## src/rtl/program_loader.sv

```systemverilog
// Boot loader: takes a LEN/payload/CSUM byte frame over valid/ready, writes the
// payload into CPU memory, and releases the CPU after a good checksum plus a hold delay.
module program_loader #(
    parameter logic [7:0] BASE_ADR    = 8'h00,
    parameter int         HOLD_CYCLES = 4
) (
    input  logic       clk,
    input  logic       reset,
    input  logic       in_valid,
    input  logic [7:0] in_data,
    output logic       in_ready,
    output logic       mem_we,
    output logic [7:0] mem_adr,
    output logic [7:0] mem_wd,
    output logic       cpu_reset,
    output logic       load_done,
    output logic       error
);

    typedef enum logic [2:0] {
        IDLE, LOAD, CHECK, HOLD, RUN, ERROR
    } state_t;

    state_t     state, next_state;
    logic [7:0] len, count, sum, hold_cnt;
    logic       xfer;

    always_comb begin
        next_state = state;
        in_ready   = (state == IDLE) || (state == LOAD) || (state == CHECK);
        xfer       = in_valid && in_ready;
        unique case (state)
            IDLE: begin
                if (xfer) next_state = (in_data == 8'd0) ? ERROR : LOAD;
            end
            LOAD: begin
                if (xfer && (8'(count + 8'd1) == len)) next_state = CHECK;
            end
            CHECK: begin
                if (xfer) next_state = (in_data == sum) ? HOLD : ERROR;
            end
            HOLD: begin
                // counter reaches zero on this edge
                if (hold_cnt <= 8'd1) next_state = RUN;
            end
            RUN:     next_state = RUN;
            ERROR:   next_state = ERROR;
            default: next_state = IDLE;
        endcase
    end

    always_ff @(posedge clk) begin
        if (!reset) begin
            state     <= IDLE;
            cpu_reset <= 1'b1;
            load_done <= 1'b0;
            error     <= 1'b0;
            mem_we    <= 1'b0;
            mem_adr   <= 8'd0;
            mem_wd    <= 8'd0;
            len       <= 8'd0;
            count     <= 8'd0;
            sum       <= 8'd0;
            hold_cnt  <= 8'd0;
        end else begin
            state     <= next_state;
            cpu_reset <= (next_state != RUN);
            load_done <= (next_state == RUN);
            error     <= (next_state == ERROR);
            mem_we    <= 1'b0;
            unique case (state)
                IDLE: begin
                    if (xfer && in_data != 8'd0) begin
                        len   <= in_data;
                        count <= 8'd0;
                        sum   <= 8'd0;
                    end
                end
                LOAD: begin
                    if (xfer) begin
                        mem_we  <= 1'b1;
                        mem_adr <= 8'(BASE_ADR + count);
                        mem_wd  <= in_data;
                        sum     <= 8'(sum + in_data);
                        count   <= 8'(count + 8'd1);
                    end
                end
                CHECK: begin
                    if (xfer) hold_cnt <= 8'(HOLD_CYCLES);
                end
                HOLD: hold_cnt <= 8'(hold_cnt - 8'd1);
                default: ;
            endcase
        end
    end

endmodule

```

## config.mk

```make
export PLATFORM = sky130hd
export DESIGN_NAME = program_loader
export DESIGN_NICKNAME = d
export VERILOG_FILES = /design/src/rtl/program_loader.sv
export SDC_FILE = /design/constraint.sdc
export NUM_CORES = 1
export LEC_CHECK = 0
export ABC_AREA = 1
export ABC_CLOCK_PERIOD_IN_PS = 2200
export BUFFER_PORTS_ARGS = -buffer_cell sky130_fd_sc_hd__buf_2
export CORE_ASPECT_RATIO = 0.75
export CORE_MARGIN = 10
export CORE_UTILIZATION = 58
export DETAILED_ROUTE_END_ITERATION = 16
export PLACE_DENSITY = 0.78
export SYNTH_ARGS = -nofsm -noshare
export SYNTH_HDL_FRONTEND = slang
export SYNTH_SLANG_ARGS = --single-unit
```

## constraint.sdc

```tcl
create_clock -name clk -period 2.2 [get_ports clk]
set_input_delay 0 -clock clk [delete_from_list [all_inputs] [get_ports clk]]
set_output_delay 0 -clock clk [all_outputs]
set_load 0.01 [all_outputs]
```

==> impl_metrics.yaml <==
timing:
  tightest_slew_ns: 0.464
  rsz0062_at_grt: "false"
  finalCriticalPeriod_ns: 1.72
  fin_ws_ns: 0.482
  slew_violations: 0
  finalHoldViolations: 0
  maxSlewHeadroom_pct: 69.1
  finalClockSkew_ns: 0.00421
  max_freq_mhz: 582
  setup_viol: 0
  finalSetupTns_ns: 0
  fin_crit_sh_pct: 78.1
synthesis:
  synthesis.nets: 419
  syn-instance-count: 397
  syn_area_per_cell_um2: 7.14
  synth_area_um2: 2840
  netlist_top_cells_area: "dfxtp_1, nand2_1, a21oi_1"
  yosysSeqAreaShare_pct: 38.8
  yosysTopAreaCell: "dfxtp_1"
  synth_seq_cells: 55
  synth_edf_count: 0
  yosysTopAreaCellShare_pct: 38.8
  yosysWarningCount: 0
  synthFlopType: "dfxtp_1"
  synthArstFlopShare_pct: 0
  synth_cell_type_count: 37
cells_and_area:
  multi_input_area_um2: 1490
  regArea_um2: 1100
  fillerInstances: 429
  area_growth_pct: 10.4
  n_antenna_cell: 0
  nets: 450
  drive_above_1_share_pct: 15.4
worst_setup_path:
  critical_path_class: "flop to flop"
  r2r_slack_ns: 0.48
  regToRegStartpoint: "count[0]"
  cp-start-kind: "flop"
  cp_max_fo: 5
  cp-end-kind: "flop"
  r2r-end: "cpu_reset"
  reg2reg_depth: 12
  critPathArrivalTime_ns: 1.93
  worstPathRequired_ns: 2.41
clock_network:
  path_clk_slew_ns: 0.10
  clk_latency_ns: 0.32
  cts_buffers: 5
  cts-htree-levels: 2
  clk_path_buf_depth: 2
  clock-sinks: 55
  cts_tree: "done"
  cts_setup_buffers: 0
  holdBufCountCts: 3
  cts.repair.resized: 0
  root_buffer: "clkbuf_8"
route:
  first_iter_violations: 148
  ant_nets: 0
  vias_per_cell: 5.37
  drt_wl_total_um: 6690
  first_pass_iters: 4
  vias: 2609
  drc_errors: 0
  wl_per_cell_um: 13.8
worst_hold_path:
  min_from: "in_data[2]"
  hp-class: "primary input to flop"
  whs_path_depth: 3
  min_to: "mem_wd[2]"
floorplanning:
  die_y_um: 80.6
  dieArea_um2: 8110
  initial_core_util_pct: 61.7
  die_w_um: 101
  ioPinCount: 32
  core_area_um2: 4600
  fp-row-count: 21
placement:
  dp_hpwl_um: 4900
  post-place-ws_ns: 0.497
  io_buffers: 31
  gp_routability_congestion: 0.914
grt:
  track_usage_pct: 16.9
  grt_first_pass_wirelength_um: 11300
  grt_max_degree: 29
  antenna_found_initial: 0
  grt-ovfl-total: 0
  grt_pass1_vias: 2453
power:
  p_leak_nw: 1.40
  power_density_nw_per_um2: 626
  vdd_drop_max_mv: 0.412
flow_run:
  drv_cap: 0
outcome:
  outcome: "completed"
synth_stat cells, drive strengths merged (2+ instances only):
library cell,count
a211oi,3
a21o,2
a21oi,42
a31oi,2
buf,7
clkbuf,6
dfxtp,55
ha,10
inv,43
nand2,93
nand3,30
nand3b,2
nand4,6
nor2,49
nor3,5
o21ai,30
or2,2
xor2,2
cells by family (layout without fill, tap and decap cells):
family | count (synthesis) | count (layout) | synth area share, %
and+or+nand+nor | 188 | 188 | 31.0
AOI/OAI and AO/OA | 83 | 83 | 15.6
buffers and inverters | 57 | 89 | 8.52
DFF | 55 | 55 | 38.8
adders and majority gates | 11 | 11 | 5.12
xor gates and xnor gates | 3 | 3 | 0.927
through the flow:
step                total power [mW]  util [%]  instance area (µm²)  std cells  hold WS [ns]
floorplan                       1.30         -                 2840        397         0.135
global placement                1.38      65.4                 3010        475         0.284
detailed placement              1.38      65.4                 3010        475         0.301
CTS                             1.97      68.1                 3130        486       0.00397
global route                    2.04      68.1                 3130        486        0.0151
finish                          1.96      68.1                 3130        486       0.00371
layout by cell type (no fill, tap or decap), types with 2 or more instances in the layout:
cell type and n:
nand2_1 86, dfxtp_1 55, a21oi_1 42, inv_1 39
nor2_1 39, buf_2 31, nand3_1 29, o21ai_0 28
ha_1 10, nand2_2 6, nand4_1 6, nor2_4 5
nor3_1 5, clkbuf_8 5, inv_2 4, nor2_2 4
a211oi_1 3, dlygate4sd3_1 3, buf_4 3, a21o_1 2
or2_2 2, a31oi_1 2, xor2_1 2, o21ai_1 2
nand3b_1 2
area by class of cell:
| class | instances | share of cell area, % |
|---|---|---|
| Timing Repair Buffer | 37 | 6.63 |
| Sequential cell | 55 | 35.2 |
| Tap cell | 57 | 2.28 |
| Clock buffer | 5 | 2.20 |
| Clock inverter | 3 | 0.759 |
| Multi-Input combinational cell | 285 | 47.7 |
| Inverter | 44 | 5.28 |
registers in the layout, indices dropped and copies added, names as in the netlist:
signal     flops
state          3
len            8
mem_we         1
mem_wd         8
load_done      1
mem_adr        8
count          8
sum            8
hold_cnt       8
error          1
cpu_reset      1
critical path, cell delays in order, from the launching register on:
cell,delay [ns]
dfxtp_1,0.41
ha_1,0.23
nand2_2,0.11
nor2_4,0.14
nand2_2,0.07
nand2_2,0.07
nand2_1,0.05
nand2_1,0.05
nand2_1,0.06
nor2_2,0.14
nand2_1,0.08
nand2_2,0.09
nand3_1,0.09
worst max-delay path by stage:
stage,end,slack (ns),cells after the start,from
CTS,cpu_reset,0.48,12,count[0]
global placement,cpu_reset,0.59,12,count[0]
finish,cpu_reset,0.48,12,count[0]
detailed placement,cpu_reset,0.50,12,count[0]
global route,cpu_reset,0.29,12,count[0]
floorplan,sum[5],0.66,9,sum[2]
power breakdown:
group          internal (mW)  switching, mW  leakage, nW
combinational          0.103          0.195        0.908
clock                  0.231          0.364       0.0461
sequential              1.04         0.0248        0.448
total                   1.38          0.584         1.40
routing by layer:
metal | global-route usage, % | share of wire [%] | wire length (µm)
met3 | 4.28 | 7.0 | 468
met2 | 25.9 | 43 | 2900
met1 | 22.2 | 48 | 3220
met4 | 6.34 | 1.6 | 109
met5 | 0 | 0 | 0
No activity file was read; power rests on OpenSTA's default activity.
